### src/rtl/control_decoder.sv
// rtl/control_decoder.sv - microinstruction execution stage: fetch, decode and sequence datapath strobes
//
// Sequences each microinstruction through IDLE -> ISSUE -> WAIT_MIR -> LATCH ->
// DRIVE -> [MEM] -> COMMIT -> ISSUE. The next-address field of the committed word
// becomes the new addr. DONE and HALT are terminal until reset.
//
// Optional feature macro: CTRL_DEC_TIMEOUT_EN (bounds the MEM wait by TIMEOUT cycles).
//
// Ports:
//   clk, rst_n        clock, asynchronous active-low reset
//   enable            level start request, only honoured in IDLE
//   mir[29:0]         microinstruction from the control unit
//   finish            end-of-program flag, sampled in LATCH
//   mem_ack           memory completion, sampled in MEM only
//   addr[7:0]         microcode address to the control unit
//   alu_op[3:0]       ALU operation (DRIVE..COMMIT)
//   bus_oe[15:0]      one-hot bus source enable (DRIVE..COMMIT)
//   reg_wen[9:0]      register load strobes (COMMIT pulse)
//   pc_inc            PC increment strobe (COMMIT pulse)
//   imem_rd, dmem_rd, dmem_wr  memory requests (held through MEM)
//   busy              FSM in ISSUE..COMMIT
//   done              program finished
//   err               sticky error (illegal memory code or MEM timeout)

module control_decoder #(
    parameter int MIR_W   = 30,
    parameter int ADDR_W  = 8,
    parameter int MIR_LAT = 2,
    parameter int TIMEOUT = 255
) (
    input  logic              clk,
    input  logic              rst_n,
    input  logic              enable,
    input  logic [MIR_W-1:0]  mir,
    input  logic              finish,
    input  logic              mem_ack,
    output logic [ADDR_W-1:0] addr,
    output logic [3:0]        alu_op,
    output logic [15:0]       bus_oe,
    output logic [9:0]        reg_wen,
    output logic              pc_inc,
    output logic              imem_rd,
    output logic              dmem_rd,
    output logic              dmem_wr,
    output logic              busy,
    output logic              done,
    output logic              err
);

    if (MIR_LAT < 1 || MIR_LAT > 7) begin : g_bad_mir_lat
        $error("control_decoder: MIR_LAT must be in 1..7");
    end
    if (TIMEOUT < 1 || TIMEOUT > 255) begin : g_bad_timeout
        $error("control_decoder: TIMEOUT must be in 1..255");
    end

    typedef enum logic [3:0] {
        S_IDLE,
        S_ISSUE,
        S_WAIT_MIR,
        S_LATCH,
        S_DRIVE,
        S_MEM,
        S_COMMIT,
        S_DONE,
        S_HALT
    } state_t;

    localparam logic [2:0] MEM_NONE = 3'b000;
    localparam logic [2:0] MEM_IRD  = 3'b100;
    localparam logic [2:0] MEM_DRD  = 3'b010;
    localparam logic [2:0] MEM_DWR  = 3'b001;

    state_t             state_q, state_d;
    logic [2:0]         wait_cnt_q, wait_cnt_d;
    logic [MIR_W-1:0]   mir_q, mir_d;
    logic [ADDR_W-1:0]  addr_q, addr_d;
    logic [3:0]         alu_op_q, alu_op_d;
    logic [15:0]        bus_oe_q, bus_oe_d;
    logic [9:0]         reg_wen_q, reg_wen_d;
    logic               pc_inc_q, pc_inc_d;
    logic               imem_rd_q, imem_rd_d;
    logic               dmem_rd_q, dmem_rd_d;
    logic               dmem_wr_q, dmem_wr_d;
    logic               busy_q, busy_d;
    logic               done_q, done_d;
    logic               err_q, err_d;
`ifdef CTRL_DEC_TIMEOUT_EN
    logic [7:0]         tmo_cnt_q, tmo_cnt_d;
`endif

    // Word being decoded this cycle. During LATCH the capture register is only
    // being written, so the live mir is used to prime the DRIVE-cycle outputs.
    logic [MIR_W-1:0]   mir_eff;
    logic [ADDR_W-1:0]  f_next;
    logic [3:0]         f_alu;
    logic [9:0]         f_wen;
    logic [2:0]         f_mem;
    logic               f_pc;
    logic [3:0]         f_bus;
    logic               mem_legal;
    logic [15:0]        bus_dec;
    logic               in_exec;

    always_comb begin
        mir_eff   = (state_q == S_LATCH) ? mir : mir_q;
        f_next    = mir_eff[29:22];
        f_alu     = mir_eff[21:18];
        f_wen     = mir_eff[17:8];
        f_mem     = mir_eff[7:5];
        f_pc      = mir_eff[4];
        f_bus     = mir_eff[3:0];
        mem_legal = (f_mem == MEM_NONE) || (f_mem == MEM_IRD) ||
                    (f_mem == MEM_DRD)  || (f_mem == MEM_DWR);
        bus_dec   = 16'h0000;
        if (f_bus != 4'd0) begin
            bus_dec[f_bus] = 1'b1;
        end
    end

    // Next-state logic
    always_comb begin
        state_d    = state_q;
        wait_cnt_d = wait_cnt_q;
        mir_d      = mir_q;
        addr_d     = addr_q;
`ifdef CTRL_DEC_TIMEOUT_EN
        tmo_cnt_d  = tmo_cnt_q;
`endif
        case (state_q)
            S_IDLE: begin
                if (enable) begin
                    state_d = S_ISSUE;
                end
            end
            S_ISSUE: begin
                wait_cnt_d = 3'd0;
                state_d    = S_WAIT_MIR;
            end
            S_WAIT_MIR: begin
                if (wait_cnt_q == 3'(MIR_LAT - 1)) begin
                    state_d = S_LATCH;
                end else begin
                    wait_cnt_d = wait_cnt_q + 3'd1;
                end
            end
            S_LATCH: begin
                mir_d = mir;
                // finish outranks an illegal code: the word is never executed
                if (finish) begin
                    state_d = S_DONE;
                end else if (!mem_legal) begin
                    state_d = S_HALT;
                end else begin
                    state_d = S_DRIVE;
                end
            end
            S_DRIVE: begin
                if (f_mem != MEM_NONE) begin
                    state_d = S_MEM;
`ifdef CTRL_DEC_TIMEOUT_EN
                    tmo_cnt_d = 8'd0;
`endif
                end else begin
                    state_d = S_COMMIT;
                end
            end
            S_MEM: begin
                if (mem_ack) begin
                    state_d = S_COMMIT;
                end
`ifdef CTRL_DEC_TIMEOUT_EN
                // This ack-less cycle is the one that makes the count hit TIMEOUT
                else if (tmo_cnt_q == 8'(TIMEOUT - 1)) begin
                    state_d = S_HALT;
                end else begin
                    tmo_cnt_d = tmo_cnt_q + 8'd1;
                end
`endif
            end
            S_COMMIT: begin
                addr_d  = f_next;
                state_d = S_ISSUE;
            end
            S_DONE: begin
                state_d = S_DONE;
            end
            S_HALT: begin
                state_d = S_HALT;
            end
            default: begin
                state_d = S_IDLE;
            end
        endcase
    end

    // Outputs are registered and derived from the state being entered, so each
    // strobe is valid during the cycle its state occupies.
    always_comb begin
        in_exec   = (state_d == S_DRIVE) || (state_d == S_MEM) || (state_d == S_COMMIT);
        alu_op_d  = in_exec ? f_alu : 4'd0;
        bus_oe_d  = in_exec ? bus_dec : 16'h0000;
        reg_wen_d = (state_d == S_COMMIT) ? f_wen : 10'd0;
        pc_inc_d  = (state_d == S_COMMIT) && f_pc;
        imem_rd_d = (state_d == S_MEM) && (f_mem == MEM_IRD);
        dmem_rd_d = (state_d == S_MEM) && (f_mem == MEM_DRD);
        dmem_wr_d = (state_d == S_MEM) && (f_mem == MEM_DWR);
        busy_d    = (state_d == S_ISSUE) || (state_d == S_WAIT_MIR) ||
                    (state_d == S_LATCH) || in_exec;
        done_d    = (state_d == S_DONE);
        err_d     = (state_d == S_HALT);
    end

    always_ff @(posedge clk or negedge rst_n) begin
        if (!rst_n) begin
            state_q    <= S_IDLE;
            wait_cnt_q <= 3'd0;
            mir_q      <= '0;
            addr_q     <= '0;
            alu_op_q   <= 4'd0;
            bus_oe_q   <= 16'h0000;
            reg_wen_q  <= 10'd0;
            pc_inc_q   <= 1'b0;
            imem_rd_q  <= 1'b0;
            dmem_rd_q  <= 1'b0;
            dmem_wr_q  <= 1'b0;
            busy_q     <= 1'b0;
            done_q     <= 1'b0;
            err_q      <= 1'b0;
`ifdef CTRL_DEC_TIMEOUT_EN
            tmo_cnt_q  <= 8'd0;
`endif
        end else begin
            state_q    <= state_d;
            wait_cnt_q <= wait_cnt_d;
            mir_q      <= mir_d;
            addr_q     <= addr_d;
            alu_op_q   <= alu_op_d;
            bus_oe_q   <= bus_oe_d;
            reg_wen_q  <= reg_wen_d;
            pc_inc_q   <= pc_inc_d;
            imem_rd_q  <= imem_rd_d;
            dmem_rd_q  <= dmem_rd_d;
            dmem_wr_q  <= dmem_wr_d;
            busy_q     <= busy_d;
            done_q     <= done_d;
            err_q      <= err_d;
`ifdef CTRL_DEC_TIMEOUT_EN
            tmo_cnt_q  <= tmo_cnt_d;
`endif
        end
    end

    assign addr    = addr_q;
    assign alu_op  = alu_op_q;
    assign bus_oe  = bus_oe_q;
    assign reg_wen = reg_wen_q;
    assign pc_inc  = pc_inc_q;
    assign imem_rd = imem_rd_q;
    assign dmem_rd = dmem_rd_q;
    assign dmem_wr = dmem_wr_q;
    assign busy    = busy_q;
    assign done    = done_q;
    assign err     = err_q;

endmodule

### config.mk
export PLATFORM = sky130hd
export DESIGN_NAME = control_decoder
export DESIGN_NICKNAME = d
export VERILOG_FILES = /design/src/rtl/control_decoder.sv
export SDC_FILE = /design/constraint.sdc
export NUM_CORES = 1
export LEC_CHECK = 0
export ABC_AREA = 0
export CAP_MARGIN = 25
export CORE_MARGIN = 1
export CORE_UTILIZATION = 55
export CTS_BUF_LIST = sky130_fd_sc_hd__clkbuf_2
export DETAILED_ROUTE_END_ITERATION = 12
export GPL_TIMING_DRIVEN = 0
export PLACE_DENSITY_LB_ADDON = 0.1
export RECOVER_POWER = 50
export SKIP_CTS_REPAIR_TIMING = 1
export SYNTH_ARGS = -nofsm -noshare
export SYNTH_HDL_FRONTEND = slang
export SYNTH_SLANG_ARGS = --single-unit
### constraint.sdc
create_clock -name clk -period 5 [get_ports clk]
set_input_delay 1 -clock clk [delete_from_list [all_inputs] [get_ports clk]]
set_output_delay 1 -clock clk [all_outputs]
set_load 0.02 [all_outputs]
==> results.cfg, run 1 <==
[outcome]
status = complete, but fails checks
violations = capacitance limit, slew limit

[setup_path]
end_kind = flip-flop
crit_start = state_q[3]
critPathTopFamily = buffers and inverters
path_max_fanout = 10
r2r_slack_ns = 2.41
critical_path_class = reg -> reg
worstSetupStartpointType = flip-flop
max_stage_delay_ns = 0.49
worstPathCellList = and4bb_1, clkbuf_1, clkbuf_1, buf_2, a31oi_1, nor3_1
crit-reg2reg-launch = state_q[3]
crit_arrival_ns = 2.99
crit_top_cell = clkbuf_1
required_ns = 5.40
cp_num_buf_inv = 3
cp_slowest_cell = dfrtp_1

[global_route]
grt_pass1_vias = 2267
antenna_found_initial = 0
overflow = 0
grt_pass1_wl_mm = 10.7
grt_max_degree = 49
grt_usage_pct = 22.9

[sta]
skew_ns = 0.0167
hold_viol = 0
finalSetupViolations = 0
fin_crit_ns = 2.59
period_share_pct = 51.8
rsz0062_at_grt = no
worstMarginPinSlew_ns = 1.89
tns_ns = 0
clock.fmax_mhz = 386
relSlewSlack_pct = -25.9
maxSlewViolCount = 34

[synthesis]
ys_warn_count = 0
synth_seq_cells = 81
ys_async_sr_fraction_pct = 100
synth_nets = 291
ys_seq_area_share_pct = 61.2
syn_avg_cell_area_um2 = 13.0
syn_inst = 254
syn_area_um2 = 3310
synth_edf_count = 0
synth.distinct_cells = 42
ys.flop_type = dfrtp_1

[drt]
drc = 0
wl_per_cell_um = 15.5
drt_wl_total_mm = 6.53
antenna_left = 0
drtIter0Drc = 127
dr_wl_met3_um = 382
via_per_inst = 5.39
vias = 2264
firstDrtPassIters = 4
wl_met2_mm = 3.40
wl_met1_mm = 2.67
top_layer = met4

[clocking]
cts_made_buffers = 9
cts_root_buffer = clkbuf_2
cts_tree = yes
cts_buffer_depth = 2
h-tree-depth = 3
cts.sinks = 81
clk_pin_slew_ns = 0.21
clk_latency_ns = 0.49

[power]
p_clk_share_pct = 12.6
internal-power_mw = 1.62
p_sw_mw = 0.984
p_comb_share_pct = 47.8
power_density_nw_per_um2 = 606
vdd_drop_max_v = 0.000366
p_leak_nw = 1.85
seqPwrFrac_pct = 39.6
swShare_pct = 37.7

[placement]
dp_cells = 405
place_congestion = 0.798
dp_hpwl_mm = 4.60
numPortBuffers = 78

[die]
dieArea_um2 = 6340
fp.coreArea_um2 = 5640
ios = 80
die_h_um = 79.6
die_w_um = 79.6
rows = 27
start_util_pct = 58.7

[cells_and_area]
stdcell_count = 420
fill_cells = 381
finalNetCount = 381
diodes = 0
drive_gt1_share_pct = 20.4
area_growth_pct = 29.8

[min_path]
hp-start = mir_q[26]
min_path_type = reg -> reg

[run]
cap_violations = 1
[power groups by stage]
stage | Sequential (mW) | Combinational, mW | Clock [mW]
after floorplan | 1.15 | 0.729 | 0
after global placement | 1.03 | 1.22 | 0
after detailed placement | 1.05 | 1.27 | 0
after CTS | 1.03 | 1.28 | 0.337
after global routing | 1.06 | 1.35 | 0.368
final | 1.03 | 1.25 | 0.328
[metrics by stage]
step / hold WS (ns) / util (%) / setup WS [ns] / total power, mW / area, µm²
after floorplan: 0.466 / - / 2.76 / 1.88 / 3310
after global placement: 0.474 / 74.2 / 0.176 / 2.26 / 4190
after detailed placement: 0.480 / 74.6 / 1.99 / 2.31 / 4210
after CTS: 0.403 / 76.5 / 2.45 / 2.65 / 4320
after global routing: 0.538 / 76.2 / 2.21 / 2.78 / 4300
final: 0.509 / 76.2 / 2.41 / 2.61 / 4300
[sequential cells by signal (all words and copies together), names as in the netlist]
signal      flops
alu_op          4
err             1
bus_oe         15
done            1
busy            1
state_q         4
wait_cnt_q      3
dmem_rd         1
addr            8
pc_inc          1
mir_q          30
imem_rd         1
dmem_wr         1
reg_wen        10
[synth_stat cells, drive strengths merged, types with 2 or more instances]
cell,n,area (µm²)
buf,13,95.1
a21oi,5,25.0
a31oi,8,50.1
nor3,12,60.1
ha,2,25.0
nand2,5,18.8
nor2,19,71.3
mux2,38,428
nand3,5,30.0
o21ai,8,43.8
inv,9,33.8
dfrtp,81,2030
nor3b,5,37.5
nor2b,18,138
nor4b,4,35.0
and3,2,12.5
[worst paths after layout]
path / to / cells after the start
worst min register to register: mir_q[26] / 1
worst max-delay path: bus_oe[10] / 6
worst max register to register: bus_oe[10] / 6
min in group asynchronous: bus_oe[4] / 1
worst min-delay path: mir_q[26] / 1
max in group asynchronous: mir_q[6] / 1
[kinds of logic after synthesis]
family	share of synthesized area [%]
flops	61.2
fa+ha+maj	1.06
buf+inv	4.00
compound gates	5.63
mux	13.2
other cells	0.113
simple gates	14.8
[layout by cell type (no fill, tap or decap), drive strengths merged, types with 4 or more instances in the layout]
cell type,netlist,final
dfrtp,81,81
clkdlybuf4s50,0,77
mux2,38,38
nor2,19,19
nor2b,18,18
clkbuf,1,16
nor3,12,12
inv,9,10
buf,13,10
a31oi,8,8
o21ai,8,8
a21oi,5,5
nand2,5,5
nor3b,5,5
nand3,5,5
nor4b,4,4
[final cells by class]
type	count	area (µm²)	area share, %
Buffer	14	87.6	2.04
Clock inverter	5	56.3	1.31
Inverter	9	33.8	0.785
Timing Repair Buffer	79	802	18.6
Sequential cell	81	2030	47.1
Multi-Input combinational cell	150	1150	26.8
Clock buffer	10	50.0	1.16
Tap cell	72	90.1	2.09
[routing by layer]
layer  track usage, %  vias up
met1             28.1     1115
li1                 -     1061
met5                0        -
met4             10.4        0
met2             38.0       80
met3             5.49        8
(Power assumes the default switching activity.)
==> run 2, diff against run 1 <==
Settings changed: CORE_UTILIZATION 55 to 51.
Clock period 5 ns to 2.7 ns, I/O delays scaled along.
==> run 2 against run 1 <==
Compared with the run above: the run now ends clean; clock skew increased by 0.0043 ns; cell area up 1.2%; clock-buffer cell count up 1; hold slack about the same; critical endpoint is now reg_wen[8]; worst setup slack got worse by 1.9 ns; sequential cell count is the same.
==> results.cfg, run 2 (synthesis results as in run 1) <==
[die]
die_h_um = 82.6
dieArea_um2 = 6830
ios = 80
fp.coreArea_um2 = 6310
start_util_pct = 52.5
die_w_um = 82.6
rows = 29

[sta]
holdWs_ns = 0.509
finalSetupViolations = 0
rsz0062_at_grt = no
hold_viol = 0
period_share_pct = 82.4
skew_ns = 0.0210
fin_crit_ns = 2.22
clock.fmax_mhz = 450
relSlewSlack_pct = 42.8
layout_setup_ws_ns = 0.476
worstMarginPinSlew_ns = 0.858
maxSlewViolCount = 0

[min_path]
hp-start = mir_q[12]
min_to = mir_q[12]
min_path_cells = 1
min_path_type = reg -> reg

[cells_and_area]
largest_reg_flops = 30
finalNetCount = 382
drive_gt1_share_pct = 22.0
final_cell_mix = dfrtp_1 (81), clkdlybuf4s50_1 (77), mux2_2 (35)
mostFrequentLayoutCell = dfrtp_1
diodes = 0
top_register = mir_q
area_growth_pct = 31.4
stdcell_count = 427

[setup_path]
critical_path_class = reg -> reg
required_ns = 3.13
path_max_fanout = 10
max_stage_delay_ns = 0.48
rr_endpoint = reg_wen[8]
ff2ff_path_depth = 6
cp_slowest_cell = clkbuf_1
crit-reg2reg-launch = state_q[1]
end_kind = flip-flop
crit_arrival_ns = 2.65
crit_top_cell = clkbuf_1
r2r_slack_ns = 0.48
worstSetupStartpointType = flip-flop
worstPathCellList = clkbuf_1, and4bb_1, buf_6, clkbuf_1, mux2_2, nor2b_2

[drt]
wl_per_cell_um = 14.4
drtIter0Drc = 63
drt_wl_total_mm = 6.13
via_per_inst = 5.11
antenna_left = 0
vias = 2180
firstDrtPassIters = 4
drc = 0

[global_route]
grt_usage_pct = 19.5
grt_max_degree = 66
antenna_found_initial = 0
grt_pass1_wl_mm = 9.57
overflow = 0
grt_pass1_vias = 2000

[placement]
dp_hpwl_mm = 4.32
numPortBuffers = 78
place_congestion = 0.841
dp_cells = 410
dp_slack_ns = 0.261

[clocking]
cts_made_buffers = 9
cts.sinks = 81
cts_tree = yes
h-tree-depth = 3
clk_pin_slew_ns = 0.21
clk_latency_ns = 0.52
cts_buffer_depth = 2
cts_root_buffer = clkbuf_2

[power]
p_total_mw = 5.00
vdd_drop_max_v = 0.000630
p_leak_nw = 1.87
power_density_nw_per_um2 = 1150

[run]
cap_violations = 0

[outcome]
status = completed
## run 2: cell types whose count changed in the layout (fill, tap and decap cells not counted), sizes merged
| cell | change |
|---|---|
| bufinv | +2 |
| clkbuf | +2 |
| buf | -1 |
| clkinvlp | -1 |
| dlygate4sd3 | +1 |
| inv | -1 |
## run 2: per-layer routing
layer	wire, µm	vias to the layer above	track usage (%)
met3	358	12	4.18
met1	2810	1044	25.2
li1	-	1062	-
met5	0	-	0
met2	2850	62	30.7
met4	115	0	10.5
## run 2: area by class of cell
class	count	area, µm²
buffer	14	91.3
clock buffer	11	55.1
clock inverter	5	104
fill	502	1960
inverter	9	33.8
multi-input combinational	150	1150
sequential	81	2030
tap	77	96.3
timing repair buffer	80	792
## run 2: critical path: cells and delay by family (launching register included)
family	cells	cell delay, ns
multiplexers	1	0.41
AND/OR/NAND/NOR	2	0.41
buffers and inverters	3	0.94
flip-flops	1	0.36
## run 2: how the worst max path moves through the flow
stage	end	slack (ns)	cells after the start	from
2_1_floorplan	bus_oe[11]	0.92	7	mir[5]
3_3_place_gp	addr[5]	-1.66	1	rst_n
3_5_place_dp	bus_oe[9]	0.26	8	mir[5]
4_1_cts	addr[7]	0.59	1	addr[7]
5_1_grt	wait_cnt_q[2]	0.28	3	rst_n
6_report	reg_wen[8]	0.48	6	state_q[1]
## run 2: where the power goes
part / internal [mW] / leakage, nW / switching [mW]
Combinational: 1.12 / 0.742 / 1.17
Clock: 0.407 / 0.0961 / 0.404
Sequential: 1.68 / 1.03 / 0.215
## run 2: stage by stage
stage | cell area (µm²) | utilization, % | setup TNS (ns)
3_3_place_gp | 4190 | 66.4 | -133.93
3_5_place_dp | 4220 | 66.8 | 0
4_1_cts | 4380 | 69.3 | 0
5_1_grt | 4350 | 69.0 | 0
6_report | 4350 | 69.0 | 0
2_1_floorplan | 3310 | - | 0
